--- src/rtl/seg7_pkg.sv ---
// Shared constants and types for the seven-segment scan driver.
// Segment patterns are active-high in {g,f,e,d,c,b,a} order.
package seg7_pkg;

  localparam int NUM_DIGITS = 4;

  localparam logic [6:0] SEG_0    = 7'b0111111;
  localparam logic [6:0] SEG_1    = 7'b0000110;
  localparam logic [6:0] SEG_2    = 7'b1011011;
  localparam logic [6:0] SEG_3    = 7'b1001111;
  localparam logic [6:0] SEG_4    = 7'b1100110;
  localparam logic [6:0] SEG_5    = 7'b1101101;
  localparam logic [6:0] SEG_6    = 7'b1111101;
  localparam logic [6:0] SEG_7    = 7'b0000111;
  localparam logic [6:0] SEG_8    = 7'b1111111;
  localparam logic [6:0] SEG_9    = 7'b1101111;
  localparam logic [6:0] SEG_DASH = 7'b1000000;

  // Digit index doubles as the scan FSM state.
  typedef enum logic [1:0] {
    DIGIT_0 = 2'd0,
    DIGIT_1 = 2'd1,
    DIGIT_2 = 2'd2,
    DIGIT_3 = 2'd3
  } digit_idx_t;

endpackage

--- src/rtl/seg7_scan_driver_if.sv ---
// Count input and display pin bundle of the scan driver.
// slave = the driver, master = whoever feeds the count and watches the pins.
interface seg7_scan_driver_if;
  import seg7_pkg::*;

  logic [NUM_DIGITS*4-1:0] bcd_in;
  logic [NUM_DIGITS-1:0]   dp_in;
  logic [NUM_DIGITS-1:0]   an;
  logic [6:0]              seg;
  logic                    dp;
  logic                    frame_tick;

  modport master (
    output bcd_in, dp_in,
    input  an, seg, dp, frame_tick
  );

  modport slave (
    input  bcd_in, dp_in,
    output an, seg, dp, frame_tick
  );

endinterface

--- src/rtl/seg7_decoder.sv ---
// Nibble to active-high seven-segment pattern; non-BCD codes show a dash.
module seg7_decoder
  import seg7_pkg::*;
(
  input  logic [3:0] nibble,
  output logic [6:0] pattern
);

  always_comb begin
    // NOTE: assigning a default before the case keeps this purely combinational (no latch).
    pattern = SEG_DASH;
    case (nibble)
      4'd0: pattern = SEG_0;
      4'd1: pattern = SEG_1;
      4'd2: pattern = SEG_2;
      4'd3: pattern = SEG_3;
      4'd4: pattern = SEG_4;
      4'd5: pattern = SEG_5;
      4'd6: pattern = SEG_6;
      4'd7: pattern = SEG_7;
      4'd8: pattern = SEG_8;
      4'd9: pattern = SEG_9;
      default: pattern = SEG_DASH;
    endcase
  end

endmodule

--- src/rtl/seg7_scan_driver.sv ---
// Time-multiplexed 4-digit seven-segment driver with per-frame shadow latch.
// Define LZ_BLANK_EN to enable leading-zero blanking.
module seg7_scan_driver
  import seg7_pkg::*;
#(
  parameter int REFRESH_DIV = 100000,
  parameter bit ACTIVE_LOW  = 1'b1
) (
  input  logic               clk,
  input  logic               rst_n,
  seg7_scan_driver_if.slave  bus
);

  localparam int                  CNT_W    = (REFRESH_DIV > 2) ? $clog2(REFRESH_DIV) : 1;
  localparam logic [CNT_W-1:0]    CNT_LAST = CNT_W'(REFRESH_DIV - 1);
  localparam logic [3:0]          AN_OFF   = {4{ACTIVE_LOW}};
  localparam logic [6:0]          SEG_OFF  = {7{ACTIVE_LOW}};

  logic [CNT_W-1:0] cnt;
  logic             slot_end;
  logic             frame_end;
  digit_idx_t       idx, idx_next;
  logic [15:0]      shadow_bcd;
  logic [3:0]       shadow_dp;

  logic [3:0]       nibble;
  logic             dp_sel;
  logic [6:0]       pattern;
  logic [3:0]       blank_vec;
  logic             digit_on;
  logic [3:0]       an_raw;
  logic             dp_raw;

  assign slot_end  = (cnt == CNT_LAST);
  assign frame_end = slot_end && (idx == DIGIT_3);

  // NOTE: clocked state is always updated with non-blocking (<=) assignments.
  always_ff @(posedge clk or negedge rst_n) begin
    if (!rst_n) begin
      cnt <= '0;
    end else if (slot_end) begin
      cnt <= '0;
    end else begin
      cnt <= cnt + 1'b1;
    end
  end

  always_ff @(posedge clk or negedge rst_n) begin
    if (!rst_n) begin
      idx <= DIGIT_0;
    end else begin
      idx <= idx_next;
    end
  end

  always_comb begin
    idx_next = idx;
    if (slot_end) begin
      case (idx)
        DIGIT_0: idx_next = DIGIT_1;
        DIGIT_1: idx_next = DIGIT_2;
        DIGIT_2: idx_next = DIGIT_3;
        DIGIT_3: idx_next = DIGIT_0;
        default: idx_next = DIGIT_0;
      endcase
    end
  end

  // NOTE: the shadow is reset too, so the first frame after reset shows a defined 0000.
  always_ff @(posedge clk or negedge rst_n) begin
    if (!rst_n) begin
      shadow_bcd <= '0;
      shadow_dp  <= '0;
    end else if (frame_end) begin
      shadow_bcd <= bus.bcd_in;
      shadow_dp  <= bus.dp_in;
    end
  end

  always_comb begin
    nibble = shadow_bcd[3:0];
    dp_sel = shadow_dp[0];
    case (idx)
      DIGIT_0: begin nibble = shadow_bcd[3:0];   dp_sel = shadow_dp[0]; end
      DIGIT_1: begin nibble = shadow_bcd[7:4];   dp_sel = shadow_dp[1]; end
      DIGIT_2: begin nibble = shadow_bcd[11:8];  dp_sel = shadow_dp[2]; end
      DIGIT_3: begin nibble = shadow_bcd[15:12]; dp_sel = shadow_dp[3]; end
      default: begin nibble = shadow_bcd[3:0];   dp_sel = shadow_dp[0]; end
    endcase
  end

  seg7_decoder u_decoder (
    .nibble  (nibble),
    .pattern (pattern)
  );

`ifdef LZ_BLANK_EN
  // A digit is blanked only if it and every higher digit are zero; invalid codes count as non-zero.
  assign blank_vec[3] = (shadow_bcd[15:12] == 4'd0);
  assign blank_vec[2] = blank_vec[3] && (shadow_bcd[11:8] == 4'd0);
  assign blank_vec[1] = blank_vec[2] && (shadow_bcd[7:4] == 4'd0);
  assign blank_vec[0] = 1'b0;
`else
  assign blank_vec = 4'b0000;
`endif

  // First clock of each slot is a guard cycle so the previous digit never ghosts.
  assign digit_on = (cnt != '0) && !blank_vec[idx];
  assign an_raw   = digit_on ? (4'b0001 << idx) : 4'b0000;
  assign dp_raw   = digit_on && dp_sel;

  always_ff @(posedge clk or negedge rst_n) begin
    if (!rst_n) begin
      bus.an         <= AN_OFF;
      bus.seg        <= SEG_OFF;
      bus.dp         <= ACTIVE_LOW;
      bus.frame_tick <= 1'b0;
    end else begin
      bus.an         <= an_raw ^ {4{ACTIVE_LOW}};
      bus.seg        <= pattern ^ {7{ACTIVE_LOW}};
      bus.dp         <= dp_raw ^ ACTIVE_LOW;
      bus.frame_tick <= frame_end;
    end
  end

endmodule

--- src/flat_wrapper.sv ---
// flat-port wrapper written by rule: the top's interface ports become plain ports
module seg7_scan_driver_flat import seg7_pkg::*;
#(
  parameter int REFRESH_DIV = 100000,
  parameter bit ACTIVE_LOW  = 1'b1
)
  (clk, rst_n, bus_bcd_in, bus_dp_in, bus_an, bus_seg, bus_dp, bus_frame_tick);
  seg7_scan_driver_if bus_i ();
  input  logic clk;
  input  logic rst_n;
  input wire logic [$bits(bus_i.bcd_in)-1:0] bus_bcd_in;
  input wire logic [$bits(bus_i.dp_in)-1:0] bus_dp_in;
  output wire logic [$bits(bus_i.an)-1:0] bus_an;
  output wire logic [$bits(bus_i.seg)-1:0] bus_seg;
  output wire logic [$bits(bus_i.dp)-1:0] bus_dp;
  output wire logic [$bits(bus_i.frame_tick)-1:0] bus_frame_tick;
  assign bus_i.bcd_in = bus_bcd_in;
  assign bus_i.dp_in = bus_dp_in;
  assign bus_an = bus_i.an;
  assign bus_seg = bus_i.seg;
  assign bus_dp = bus_i.dp;
  assign bus_frame_tick = bus_i.frame_tick;
  seg7_scan_driver #(.REFRESH_DIV(REFRESH_DIV), .ACTIVE_LOW(ACTIVE_LOW)) u_core (.clk(clk), .rst_n(rst_n), .bus(bus_i));
endmodule
--- config.mk ---
export PLATFORM = sky130hd
export DESIGN_NAME = seg7_scan_driver_flat
export DESIGN_NICKNAME = d
export VERILOG_FILES = /design/src/rtl/seg7_pkg.sv /design/src/rtl/seg7_scan_driver_if.sv /design/src/rtl/seg7_decoder.sv /design/src/rtl/seg7_scan_driver.sv /design/src/flat_wrapper.sv
export SDC_FILE = /design/constraint.sdc
export NUM_CORES = 1
export LEC_CHECK = 0
export CAP_MARGIN = 10
export CORE_MARGIN = 3
export CORE_UTILIZATION = 25
export DETAILED_ROUTE_END_ITERATION = 8
export DONT_BUFFER_PORTS = 1
export PLACE_DENSITY = 0.39
export SKIP_CTS_REPAIR_TIMING = 1
export SYNTH_ARGS = -nofsm -noshare
export SYNTH_HDL_FRONTEND = slang
export SYNTH_SLANG_ARGS = --single-unit
export TNS_END_PERCENT = 10
--- constraint.sdc ---
create_clock -name clk -period 3.5 [get_ports clk]
set_input_delay 0 -clock clk [delete_from_list [all_inputs] [get_ports clk]]
set_output_delay 0 -clock clk [all_outputs]
set_load 0.05 [all_outputs]
Yosys cells after proc, flatten, opt, wreduce, memory -nomap -nowiden --
Memories as Yosys holds them, arrays and structs flattened. Index checks and enable logic that the tools add are counted.
Word-level totals: register bits after elaboration 52, ROM bits 112, bits of input ports 22, output and inout port bits 13, word-level logic and storage cells 32, memories kept 1
Cells by class: $add $sub $neg 1, order comparisons 1, equal/unequal tests 4, shifts and indexed selects 1, mux-type cells 7, bitwise gates (word level) 3, reduce and logical (&&, ||, !) cells 6
Memory list:
- (no name shown) | depth 16, bits a word 7, read ports 1, clocked after Yosys merged registers in 0, wr ports 0, line seg7_decoder.sv:12 | case (nibble)
Operators with widths (number):
- 17-bit by 1-bit adder with 17-bit output (second input constant) | 1
- 17-bit equality test (second input constant) | 1
- 17-bit 2-to-1 mux | 1
- 17-bit nonzero test | 1
- 4-bit case mux with 4 select lines | 1
- 2-bit case mux with 4 select lines | 1
- 7-bit inverter | 1
- 2-bit equality test (second input constant) | 2
- 4-bit 2-to-1 mux | 1
- 4-bit inverter | 1
- 1-bit case mux with 4 select lines | 1
- 1-bit by 2-bit left shift with 4-bit output (first input constant) | 1
- 1-bit logical AND | 3
- 2-bit by 3-bit less-than comparator with 1-bit output (second input constant) | 1
- 1-bit binary-select mux with 2-bit select | 1
- 2-bit by 1-bit equality test with 1-bit output (second input constant) | 1
- 2-bit logical NOT | 1
- 1-bit logical NOT | 1
- 1-bit 2-to-1 mux | 1
- 1-bit inverter | 1

Logic depth before layout (Yosys ltp) --
depth after elaboration 6, gate-level depth with buffers 9, depth with buffers taken out 9

Modules after synthesis --
A second synthesis with hierarchy kept.
Unflattened totals: cells, all modules 219, area, all modules 2506.2 µm²
By module, submodules not included:
- seg7_scan_driver | times used 1, cells each 190, area each 2280.9 µm²
- seg7_decoder | times used 1, cells each 29, area each 225.2 µm²

Worst setup path before layout --
OpenSTA, ideal clock, no wires.
path kind flip-flop to flip-flop, start point register u_core.idx[0], end point register u_core.bus.seg[1], library setup time 73 ps, arrival time 1917 ps, setup slack 1509 ps, stages on the path, launching flop included 9, cell sequence dfrtp_1 -> inv_1 -> ha_1 -> clkbuf_1 -> mux2i_1 -> inv_1 -> ha_1 -> o21a_1 -> a21oi_1
Between the ends: word-level cells in the longest chain between the ends 4, elaborated cells between the ends (all ways) 7
Ends and longest elaborated chain:
- start, declared | line seg7_scan_driver.sv:22 | digit_idx_t idx, idx_next;
- start signal, assigned | line seg7_scan_driver.sv:52 | idx <= idx_next;
- 2-bit equality test, or another cell as far along | line seg7_scan_driver.sv:83 | case (idx)
- 4-bit case mux with 4 select lines (*) | line seg7_scan_driver.sv:83
- memory 16 x 7 bit (*)
- 7-bit inverter (no source line) (*)
- end signal, assigned | line seg7_scan_driver.sv:120 | bus.seg <= pattern ^ {7{ACTIVE_LOW}};
- end, declared | line seg7_scan_driver_if.sv:20 | output an, seg, dp, frame_tick
Mark *: on every way between the ends. The rest lies on a longest branch, timed or not. A chain may end at the register's enable or synchronous reset.

Worst setup path after layout --
start point register u_core.cnt[11], end point register u_core.shadow_dp[2]
Between the ends: word-level cells in the longest chain between the ends 2
Ends and longest elaborated chain:
- start, declared | line seg7_scan_driver.sv:19 | logic [CNT_W-1:0] cnt;
- start signal, assigned | line seg7_scan_driver.sv:44 | cnt <= cnt + 1'b1;
- 17-bit equality test | line seg7_scan_driver.sv:34 | assign slot_end = (cnt == CNT_LAST);
- 1-bit logical AND | line seg7_scan_driver.sv:35 | assign frame_end = slot_end && (idx == DIGIT_3);
- end signal, assigned | line seg7_scan_driver.sv:76 | shadow_dp <= bus.dp_in;
- end, declared | line seg7_scan_driver.sv:24 | logic [3:0] shadow_dp;
Every way passes these cells.

==> impl_metrics.env <==
export IMPL_max_slew_margin_pct=40.45
export IMPL_synthDistinctLibCells=31
export IMPL_crit_required_ns=3.70
export IMPL_ys_seq_area_share_pct=54.62
export IMPL_setup_viol=0
export IMPL_grt_max_degree=53
export IMPL_drt_iter0_drc=72
export IMPL_clock_latency_ns=0.31
export IMPL_drive_gt1_share_pct=18.86
export IMPL_pin_count=35
export IMPL_core_area_mm2=0.009284
export IMPL_syn_area_mm2=0.002410
export IMPL_critPathMaxFanout=21
export IMPL_antenna_left=0
export IMPL_timing_hold_ws_ns=0.1990
export IMPL_die_h_um=104.2
export IMPL_finClkSkew_ns=0.01101
export IMPL_synth_main_ff_cell="dfrtp_1"
export IMPL_grt_usage_pct=9.452
export IMPL_fp_row_count=35
export IMPL_synth_top_area_cell="dfrtp_1"
export IMPL_synth_area_leaders="dfrtp_1 (42%), dfstp_2 (13%), mux2_2 (9.8%), ha_1 (6.2%), xnor2_1 (2.5%)"
export IMPL_ys_ff_latch=52
export IMPL_yosys_area_top_type_share_pct=41.54
export IMPL_finalHoldViolCount=0
export IMPL_clockBufferDepth=2
export IMPL_criticalPathCategory="register to register"
export IMPL_cp_end_kind="register"
export IMPL_drt_vias_per_instance=4.412
export IMPL_die_x_um=104.2
export IMPL_cts_inserted_buffers=5
export IMPL_start_kind="register"
export IMPL_synthMostInstantiatedCell="dfrtp_1"
export IMPL_path_clk_slew_ns=0.10
export IMPL_period_needed_ns=2.533
export IMPL_peakVddDrop_uv=161.5
export IMPL_synth_warnings=0
export IMPL_initial_core_util_pct=25.96
export IMPL_drc_errors=0
export IMPL_tightestPinTransition_ns=0.8911
export IMPL_clockRootBuffer="clkbuf_8"
export IMPL_grt_pass1_vias=1573
export IMPL_avgSynthCellArea_um2=11.81
export IMPL_timing_fmax_ghz=0.3948
export IMPL_maxCapViolations=0
export IMPL_dr_total_vias=1575
export IMPL_drv_slew=0
export IMPL_hold_path_class="input pin to asynchronous set/reset pin"
export IMPL_htreeDepth=2
export IMPL_first_pass_iters=4
export IMPL_cts_tree="built"
export IMPL_syn_inst=204
export IMPL_wirelength_um=4866
export IMPL_place_gp_congestion=0.7104
export IMPL_synth_edf_count=0
export IMPL_synth_commonest_cells="dfrtp_1 (40), mux2_2 (21), nand2_1 (16), inv_1 (14)"
export IMPL_syn_num_nets=238
export IMPL_rsz0062_at_grt="false"
export IMPL_area_growth_pct=19.26
export IMPL_final_setup_tns_ns=0
export IMPL_p_leak_uw=0.001234
export IMPL_post_route_period_util_pct=72.37
export IMPL_gr_total_overflow=0
export IMPL_wire_per_inst_um=13.63
export IMPL_nets=261
export IMPL_status="complete, no violations"
export IMPL_diodes=0
export IMPL_grt_pass1_wl_um=8266
export IMPL_hpwl_um=3430
export IMPL_antenna_found_initial=0
export IMPL_powerDensity_mw_per_mm2=377.3
export IMPL_dieArea_mm2=0.01085
export IMPL_port_buffers=0
export IMPL_cp_arrival_ns=2.73
export IMPL_async_reset_ff_share_pct=100.0
export IMPL_cts_sinks=52
==> critical path, cell delays in order (launching register included) <==
cell	delay [ns]
dfrtp_1	0.43
nor4_1	0.45
and4_1	0.45
nand2_1	0.59
mux2_2	0.49
==> sequential cells by signal, summed over array words and instances, names as in the netlist <==
register / flops
u_core.cnt: 17
u_core.shadow_bcd: 16
u_core.bus.seg: 7
u_core.bus.an: 4
u_core.shadow_dp: 4
u_core.idx: 2
u_core.bus.dp: 1
u_core.bus.frame_tick: 1
==> logic make-up after synthesis <==
kind of cell	after synthesis	synth area share, %
xor gates and xnor gates	12	4.361
muxes	26	11.89
DFF	52	54.62
and+or+nand+nor	55	12.41
AOI/OAI and AO/OA	27	7.165
adders and majority gates	12	6.230
buffers and inverters	20	3.323
==> layout make-up <==
cell class | count | area, um2
clock buffer | 5 | 68.82
clock inverter | 3 | 23.77
fill | 984 | 6410
inverter | 14 | 52.55
multi-input combinational | 132 | 1013
sequential | 52 | 1316
tap | 129 | 161.4
timing repair buffer | 22 | 237.7
==> per-stage QoR <==
stage / cell area, um2 / utilization [%] / worst slack, ns / std cells / power, uW
2_1_floorplan: 2410 / - / 1.509 / 204 / 700.1
3_3_place_gp: 2544 / 27.40 / 0.9314 / 327 / 708.1
3_5_place_dp: 2544 / 27.40 / 0.8832 / 327 / 708.7
4_1_cts: 2636 / 28.40 / 0.9093 / 335 / 1072
5_1_grt: 2874 / 30.96 / 0.6220 / 357 / 1136
6_report: 2874 / 30.96 / 0.9671 / 357 / 1084
==> placed cells by master (no fill, tap or decap) <==
cell / count
clkbuf_8: 5
or4_1: 2
xnor2_1: 7
clkinvlp_4: 2
buf_16: 1
o21ai_0: 7
nand2_1: 16
nand4_1: 4
dfstp_2: 12
a21oi_1: 10
nor4b_1: 1
mux2i_1: 5
mux2_2: 21
nor4_1: 3
or3_1: 2
a22oi_1: 1
nor3_1: 6
xor2_1: 5
clkinv_4: 1
nand3_1: 4
a22o_1: 2
o31ai_1: 1
dlygate4sd3_1: 21
ha_1: 12
nor2b_1: 2
a222oi_1: 4
dfrtp_1: 40
and4_1: 4
o21a_1: 2
inv_1: 14
nor3b_1: 3
nor2_1: 7
nand4_2: 1
==> path summary, 6_finish.rpt <==
path | startpoint | endpoint | slack (ns) | cells past startpoint
max in group asynchronous | rst_n | u_core.bus.dp | 3.01 | 2
worst min-delay path | rst_n | u_core.shadow_bcd[9] | 0.20 | 2
worst max-delay path | u_core.cnt[11] | u_core.shadow_dp[2] | 0.97 | 4
worst min register to register | u_core.cnt[0] | u_core.cnt[0] | 0.51 | 1
worst max register to register | u_core.cnt[11] | u_core.shadow_dp[2] | 0.97 | 4
min in group clk | bus_bcd_in[0] | u_core.shadow_bcd[0] | 0.36 | 2
==> layer usage <==
metal,global-route usage (%),wire length (um)
met3,2.980,181
met4,3.419,72
met5,0,0
met2,13.65,2082
met1,13.25,2530
==> power by group <==
| group | internal, uW | switching (uW) | total (uW) | leakage (uW) |
|---|---|---|---|---|
| clock network | 142 | 212 | 354 | 0.0000404 |
| registers | 627 | 35.6 | 662 | 0.000624 |
| logic | 36.5 | 31.8 | 68.3 | 0.000569 |
Note: power is estimated with default switching activity, not from simulation.
